File: config.mk
export PLATFORM = sky130hd
export DESIGN_NAME = pc_unit
export DESIGN_NICKNAME = d
export VERILOG_FILES = /design/src/rtl/pc_unit.sv
export SDC_FILE = /design/constraint.sdc
export NUM_CORES = 1
export LEC_CHECK = 0
export ABC_AREA = 1
export BUFFER_PORTS_ARGS = -buffer_cell sky130_fd_sc_hd__buf_2
export CELL_PAD_IN_SITES_DETAIL_PLACEMENT = 1
export CELL_PAD_IN_SITES_GLOBAL_PLACEMENT = 2
export CORE_ASPECT_RATIO = 0.6
export CORE_MARGIN = 5
export CORE_UTILIZATION = 38
export CTS_BUF_LIST = sky130_fd_sc_hd__clkbuf_16
export DETAILED_ROUTE_END_ITERATION = 7
export PLACE_DENSITY = 0.84
export SLEW_MARGIN = 20
export SYNTH_ARGS = -nofsm -noshare
export SYNTH_HDL_FRONTEND = slang
export SYNTH_SLANG_ARGS = --single-unit
export TNS_END_PERCENT = 100
File: constraint.sdc
create_clock -name clk -period 7 [get_ports clk]
set_clock_uncertainty 0.1 [all_clocks]
set_input_delay 0 -clock clk [delete_from_list [all_inputs] [get_ports clk]]
set_output_delay 0 -clock clk [all_outputs]
set_load 0.01 [all_outputs]
File: src/rtl/pc_unit.sv
// Fetch-stage program counter: sequential/stall/branch/exception next-PC
// selection with a circular return-address stack for call/return prediction.
module pc_unit #(
   parameter int                    DATA_WIDTH   = 32,
   parameter int                    PC_STEP      = 4,
   parameter logic [DATA_WIDTH-1:0] RESET_VECTOR = 32'h0000_0000,
   parameter logic [DATA_WIDTH-1:0] EXC_VECTOR   = 32'h0000_0008,
   parameter int                    RAS_DEPTH    = 4
) (
   input  logic                  clk,
   input  logic                  reset,
   input  logic                  i_Stall,
   input  logic                  i_Branch,
   input  logic [DATA_WIDTH-1:0] i_BranchTarget,
   input  logic                  i_Call,
   input  logic                  i_Return,
   input  logic                  i_Exception,
   output logic [DATA_WIDTH-1:0] o_PC,
   output logic [DATA_WIDTH-1:0] o_PCPlus,
   output logic                  o_Valid,
   output logic                  o_RasEmpty,
   output logic                  o_RasFull,
   output logic                  o_RasUnderflow
);

   localparam int AW = $clog2(RAS_DEPTH);
   localparam int CW = $clog2(RAS_DEPTH + 1);
   localparam logic [DATA_WIDTH-1:0] STEP       = DATA_WIDTH'(PC_STEP);
   localparam logic [DATA_WIDTH-1:0] ALIGN_MASK = ~(STEP - 1'b1);
   localparam logic [CW-1:0]         CNT_MAX    = CW'(RAS_DEPTH);

   typedef enum logic {HOLD, RUN} state_t;

   state_t                state, state_nxt;
   logic [DATA_WIDTH-1:0] pc, pc_nxt;
   logic [DATA_WIDTH-1:0] ras [RAS_DEPTH];
   logic [AW-1:0]         top, top_nxt;
   logic [CW-1:0]         cnt, cnt_nxt;
   logic                  push, uf_set;
   logic                  ras_empty, ras_full, ras_uf;

   assign o_PC           = pc;
   assign o_PCPlus       = pc + STEP;
   assign o_Valid        = (state == RUN);
   assign o_RasEmpty     = ras_empty;
   assign o_RasFull      = ras_full;
   assign o_RasUnderflow = ras_uf;

   always_comb begin
      state_nxt = state;
      pc_nxt    = pc;
      top_nxt   = top;
      cnt_nxt   = cnt;
      push      = 1'b0;
      uf_set    = 1'b0;
      case (state)
         HOLD: state_nxt = RUN;  // first valid fetch is RESET_VECTOR itself
         RUN: begin
            if (i_Exception) begin
               pc_nxt  = EXC_VECTOR;
               cnt_nxt = '0;
            end else if (i_Branch) begin
               pc_nxt = i_BranchTarget & ALIGN_MASK;
               if (i_Call) begin
                  // when full, top+1 lands on the oldest entry and overwrites it
                  push    = 1'b1;
                  top_nxt = top + AW'(1);
                  cnt_nxt = (cnt == CNT_MAX) ? cnt : cnt + CW'(1);
               end
            end else if (i_Return && cnt != '0) begin
               pc_nxt  = ras[top];
               top_nxt = top - AW'(1);
               cnt_nxt = cnt - CW'(1);
            end else if (i_Return) begin
               pc_nxt = o_PCPlus;
               uf_set = 1'b1;
            end else if (!i_Stall) begin
               pc_nxt = o_PCPlus;
            end
         end
         default: state_nxt = HOLD;
      endcase
   end

   always_ff @(posedge clk) begin
      if (reset) begin
         state     <= HOLD;
         pc        <= RESET_VECTOR;
         top       <= '0;
         cnt       <= '0;
         ras_empty <= 1'b1;
         ras_full  <= 1'b0;
         ras_uf    <= 1'b0;
      end else begin
         state     <= state_nxt;
         pc        <= pc_nxt;
         top       <= top_nxt;
         cnt       <= cnt_nxt;
         ras_empty <= (cnt_nxt == '0);
         ras_full  <= (cnt_nxt == CNT_MAX);
         ras_uf    <= ras_uf | uf_set;
      end
   end

   // Stack storage needs no reset: entries are only read while count > 0.
   always_ff @(posedge clk) begin
      if (!reset && push) ras[top_nxt] <= o_PCPlus;
   end

endmodule

==> results.cfg, run 1 <==
[status]
status = completed

[logic_synthesis]
ys_dominant_reg_cell = edfxtp_1
postSynthCellCount = 884
synth_top_family_by_area = simple AND/OR/NAND/NOR gates
synthTopCellsByArea = edfxtp_1, dfxtp_1, nor2_1
synth-simple-area-share = 0.2200
synth_seq_cells = 169
syn-cell-area_sq_um = 7934
ys_async_sr_fraction = 0
synth_mux_area_frac = 0
syn_nets = 927
synth.top_cell.area_share = 0.4845
synth-xor-area-share = 0.01656
synth.distinct_cells = 32
synth_most_common_cell = nor2_1
syn_avg_cell_area_sq_um = 8.975
ys_warn_count = 0
synthAdderAreaFrac = 0.006308
synth_compound_area_frac = 0.1153
synth_top_area_cell = edfxtp_1
ys_seq_area_frac = 0.5879
synth-edff-count = 128
ys_top_cells_by_count = nor2_1, nand2_1, edfxtp_1, o21ai_0, inv_1

[placement]
gp_congestion = 0.8359
dp_hpwl_um = 18380
pre_cts_slack_ns = 3.462
io_buffers = 104

[clock_network]
cts.sinks = 169
htree_levels = 4
clk-insertion-delay-late_ns = 0.43
cts_max_path_buffers = 2
postCtsResizedCells = 0
cts_tree = done
cts_buffers = 17
cts_root_buf = clkbuf_16
clk_pin_slew_worst_paths_ns = 0.07
cts_setup_buffers = 0

[power]
power_mw = 2.216
peakVddDrop_v = 0.0001898
p_per_area_nw_per_um2 = 230.3
power.leakage_nw = 3.921

[timing]
max_freq_mhz = 288.1
finalHoldViolCount = 0
setup_violations = 0
setup_ws_ns = 3.529
rsz0062_at_grt = false
period_minus_slack_ns = 3.471
setup_tns_ns = 0
maxSlewViolCount = 0
whs_ns = 0.005070
fin_crit_sh = 0.4958
tightest_slew_ns = 1.066
slew_headroom = 0.2879

[layout]
fin_util = 0.4747
area_growth_pct = 21.27
nets = 1051
antennaDiodeCount = 0
drive_above_1_share = 0.1734

[global_routing]
grt_antenna_before_repair = 0
grt_pass1_vias = 6481
overflow = 0
grt_use_total = 0.2249
grt_max_degree = 70
grt_pass1_wl_um = 40210

[floorplanning]
die_w_um = 196.5
rows = 40
coreArea_sq_um = 20270
ios = 107
dieArea_sq_um = 23960
start_util = 0.3914
fp.dieH_um = 121.9

[detailed_routing]
drt.antenna.violating_nets = 0
drcViolationCount = 0
via_count = 6633
vias_per_cell = 5.126
wl_per_cell_um = 20.63
wl_um = 26690
dr.pass1.iters = 5
drtIter0Drc = 557

[worst_hold_path]
worstHoldStart = i_Branch
min_path_cells = 5
hold_class = input pin to flop
hold_end = o_PC[4]$_SDFFE_PP0P_

[worst_setup_path]
worst_path_max_delay_cell = nor2_4
crit_path_max_fanout = 69
r2r_cells = 10
timing.rr.end = ras[2][16]$_DFFE_PP_
required_ns = 6.95
r2r-start = top[0]$_SDFF_PP0_
critPathKind = flop to flop
cp_cell_sequence = buf_4 -> inv_2 -> buf_4 -> o21ai_0 -> inv_1 -> o21ai_1 -> o21ai_1 -> nand2_1 -> inv_1 -> nor2_4
cp-end-kind = flop
cpPeakStageDelay_ns = 0.81
arrival_ns = 3.42
start_kind = flop
rrSetupSlack_ns = 3.53

[flow_run]
cap_violations = 0
-- repair_timing --
item,in CTS,in global routing
hold endpoints to repair,32,0
setup endpoints to repair,0,0
hold buffers,35,0
-- cell type report --
class / instances / area [sq um]
fill: 2422 / 10650
sequential: 169 / 4666
multi-input combinational: 614 / 2872
timing repair buffer: 146 / 943.4
clock buffer: 17 / 425.4
tap: 273 / 341.6
inverter: 60 / 225.2
clock inverter: 15 / 148.9
-- sequential cells by signal, summed over array words and instances (netlist names) --
signal	flops
o_RasFull	1
o_Valid	1
cnt	3
o_RasEmpty	1
top	2
o_RasUnderflow	1
ras	128
o_PC	32
-- layout by cell type (no fill, tap or decap), drive strengths merged --
| cell | count |
|---|---|
| clkinvlp | 2 |
| o2111ai | 1 |
| inv | 68 |
| a21oi | 40 |
| nor2 | 196 |
| o22ai | 3 |
| edfxtp | 128 |
| nand3 | 27 |
| clkinv | 5 |
| o221ai | 6 |
| dlygate4sd3 | 35 |
| and2 | 3 |
| o211ai | 1 |
| xor2 | 8 |
| a22oi | 3 |
| nand4 | 2 |
| nand3b | 8 |
| nor3 | 1 |
| ha | 4 |
| dfxtp | 41 |
| clkbuf | 17 |
| nand2 | 188 |
| buf | 111 |
| xnor2 | 7 |
| o21bai | 2 |
| o21ai | 114 |
-- power by group --
| group | switching, mW | internal [mW] | total, mW |
|---|---|---|---|
| Combinational | 0.120 | 0.0619 | 0.182 |
| Clock | 0.458 | 0.475 | 0.933 |
| Sequential | 0.0163 | 1.08 | 1.10 |
-- through the flow --
stage	instance area (sq um)	cells
floorplan	7934	884
detailed placement	8670	1226
global placement	8670	1226
CTS	9594	1293
global route	9622	1294
finish	9622	1294
-- layer usage --
metal  up-vias  wire length, um  share of wire  track usage
li1       3191                -              -            -
met1      3251            14260           0.53       0.3619
met2       175            10500           0.39       0.3023
met3        16             1743          0.065      0.05528
met4         0              186         0.0070      0.04316
met5         -                0              0            0
-- logic make-up after synthesis --
family,count (synthesis)
DFF,169
and+or+nand+nor,425
AOI/OAI and AO/OA,170
adders and majority gates,4
buffers and inverters,101
xor gates and xnor gates,15
-- critical path, delay by kind of cell, from the launching register on --
family	cells	cell delay (ns)
buffers and inverters	5	1.18
AO/OA/AOI/OAI	3	0.40
flip-flops	1	0.32
AND/OR/NAND/NOR	2	1.04
-- how the worst max path moves through the flow --
| stage | start | slack [ns] | depth (start not counted) | end |
|---|---|---|---|---|
| 6_report | top[0]$_SDFF_PP0_ | 3.53 | 10 | ras[2][16]$_DFFE_PP_ |
| 3_5_place_dp | top[0]$_SDFF_PP0_ | 3.46 | 10 | ras[3][22]$_DFFE_PP_ |
| 4_1_cts | top[0]$_SDFF_PP0_ | 3.44 | 10 | ras[3][10]$_DFFE_PP_ |
| 5_1_grt | top[0]$_SDFF_PP0_ | 3.24 | 10 | ras[2][20]$_DFFE_PP_ |
| 3_3_place_gp | top[0]$_SDFF_PP0_ | 3.52 | 10 | ras[3][20]$_DFFE_PP_ |
| 2_1_floorplan | cnt[0]$_SDFF_PP0_ | 3.79 | 10 | ras[2][0]$_DFFE_PP_ |
Note: power is estimated with default switching activity, not from simulation.
==> run 2: changes to the inputs <==
- CORE_UTILIZATION: 38 -> 32
- PLACE_DENSITY: 0.84 -> 0.75
- clock period: 7 -> 3 ns (I/O delays scaled with it)
==> run 2 against run 1 <==
Compared with the run above: sequential share of layout area down 0.78 points; first-iteration DRC count increased by 1.4%; register-to-register slack got worse by 3.0 ns; critical path depth is 2 lower; clock power rose by 140%; sequential cell count is the same; worst hold slack improved by 0.0090 ns; worst setup slack worse by 3.2 ns; combinational power is 140% higher; global-route usage decreased by 1.9 points; utilization down 7.2 points.
==> results.cfg, run 2 (synthesized netlist as in run 1, its figures left out) <==
[layout]
most-common-layout-cells = nand2_1, nor2_1, edfxtp_1
layout_commonest_cell = nand2_1
fillCellCount = 2823
antennaDiodeCount = 0
nets = 1060
multi_input_area_sq_um = 2872
seqCellArea_sq_um = 4666
top_register = ras
largest_register_ffs = 128
drive_above_1_share = 0.1825
area_growth_pct = 23.26
final_cells = 1352

[worst_hold_path]
worstHoldStart = i_BranchTarget[28]
min_path_cells = 5
hold_end = o_PC[28]$_SDFFE_PP0P_
hold_class = input pin to flop

[flow_run]
cap_violations = 0

[power]
p_int_mw = 3.875
power.leakage_nw = 3.982
swShare = 0.2667
power_mw = 5.284
pwr-share-comb = 0.083
net-switching-power_mw = 1.409
p_per_area_nw_per_um2 = 540.3
p_seq_frac = 0.486
peakVddDrop_v = 0.0004016
clockPowerShare = 0.431

[floorplanning]
rows = 44
ios = 107
fp.dieH_um = 132.0
coreArea_sq_um = 24280
die_w_um = 213.3
dieArea_sq_um = 28150
start_util = 0.3268

[timing]
period_minus_slack_ns = 2.637
rsz0062_at_grt = false
slew_headroom = 0.5414
fin_crit_sh = 0.8789
setup_ws_ns = 0.3633
setup_violations = 0
max_freq_mhz = 379.3
tightest_slew_ns = 0.6879
maxSlewViolCount = 0
setup_tns_ns = 0
finalHoldViolCount = 0

[clock_network]
cts.sinks = 169
cts_tree = done
cts_buffers = 17
clk-insertion-delay-late_ns = 0.44
htree_levels = 4
cts_root_buf = clkbuf_16
clk_pin_slew_worst_paths_ns = 0.07
cts_max_path_buffers = 2
postCtsResizedCells = 0

[detailed_routing]
wl_per_cell_um = 21.09
wl_um = 28510
vias_per_cell = 4.990
dr.pass1.iters = 5
via_count = 6746
drt.antenna.violating_nets = 0
drcViolationCount = 0
drtIter0Drc = 565

[worst_setup_path]
cp-end-kind = primary output
crit_path_max_fanout = 6
timing.rr.end = o_PC[2]$_SDFFE_PP0P_
crit_start = o_PC[2]$_SDFFE_PP0P_
rrSetupSlack_ns = 0.50
r2r-start = cnt[0]$_SDFF_PP0_
start_kind = flop
critPathKind = flop to primary output
required_ns = 2.90
arrival_ns = 2.54
r2r_cells = 11

[placement]
place_inst = 1287
io_buffers = 104
dp_hpwl_um = 20120
pre_cts_slack_ns = 0.5641
gp_congestion = 0.8007

[global_routing]
grt_antenna_before_repair = 1
overflow = 0
grt_use_total = 0.2054
grt_pass1_wl_um = 43400
grt_max_degree = 68
grt_pass1_vias = 6833

[status]
status = completed
## run 2: cell types whose count changed in the layout (fill, tap and decap cells not counted), sizes merged
cell	before	now
buf	111	122
bufinv	0	1
clkinv	5	4
dlygate4sd3	35	33
## run 2: through the flow
step	area [sq um]	utilization	hold WS [ns]
finish	9779	0.4028	0.01405
global placement	8846	0.3644	0.2174
detailed placement	8846	0.3644	0.2039
CTS	9779	0.4028	0.006626
floorplan	7934	-	0.05992
global route	9779	0.4028	0.02525
## run 2: power groups by stage
stage	combinational, mW	clock, mW	sequential [mW]
after detailed placement	0.404	0	2.62
after CTS	0.440	2.32	2.57
after global routing	0.485	2.42	2.57
after floorplan	0.217	0	2.62
final	0.440	2.28	2.57
after global placement	0.400	0	2.62
## run 2: layout make-up
type | instances | share of cell area
Sequential cell | 169 | 0.4771
Multi-Input combinational cell | 614 | 0.2936
Timing Repair Buffer | 155 | 0.1034
Clock buffer | 17 | 0.04350
Tap cell | 322 | 0.04120
Inverter | 60 | 0.02303
Clock inverter | 15 | 0.01817
## run 2: worst max path at each step
stage                           end  cells past startpoint
2_1_floorplan   ras[2][0]$_DFFE_PP_                     10
3_3_place_gp   ras[3][24]$_DFFE_PP_                     10
3_5_place_dp   ras[3][24]$_DFFE_PP_                     10
4_1_cts                o_PCPlus[16]                      8
5_1_grt                o_PCPlus[16]                      8
6_report               o_PCPlus[16]                      8
## run 2: critical path, cell delays in order, from the launching register on
cell and delay, ns:
dfxtp_1 0.45, ha_1 0.26, nand2_1 0.08, nor2_2 0.14, nand2_1 0.08, nor2_1 0.29
xor2_1 0.41, inv_1 0.21, buf_2 0.19
## run 2: per-layer routing
metal,share of wire,global-route usage
met1,0.54,0.3452
met2,0.38,0.2647
met3,0.063,0.04804
met4,0.0071,0.03389
met5,0,0
## run 2: timing repair
item,in CTS,in global routing
hold buffers,33,0
endpoints found under the hold margin,31,0
buffers inserted,0,0
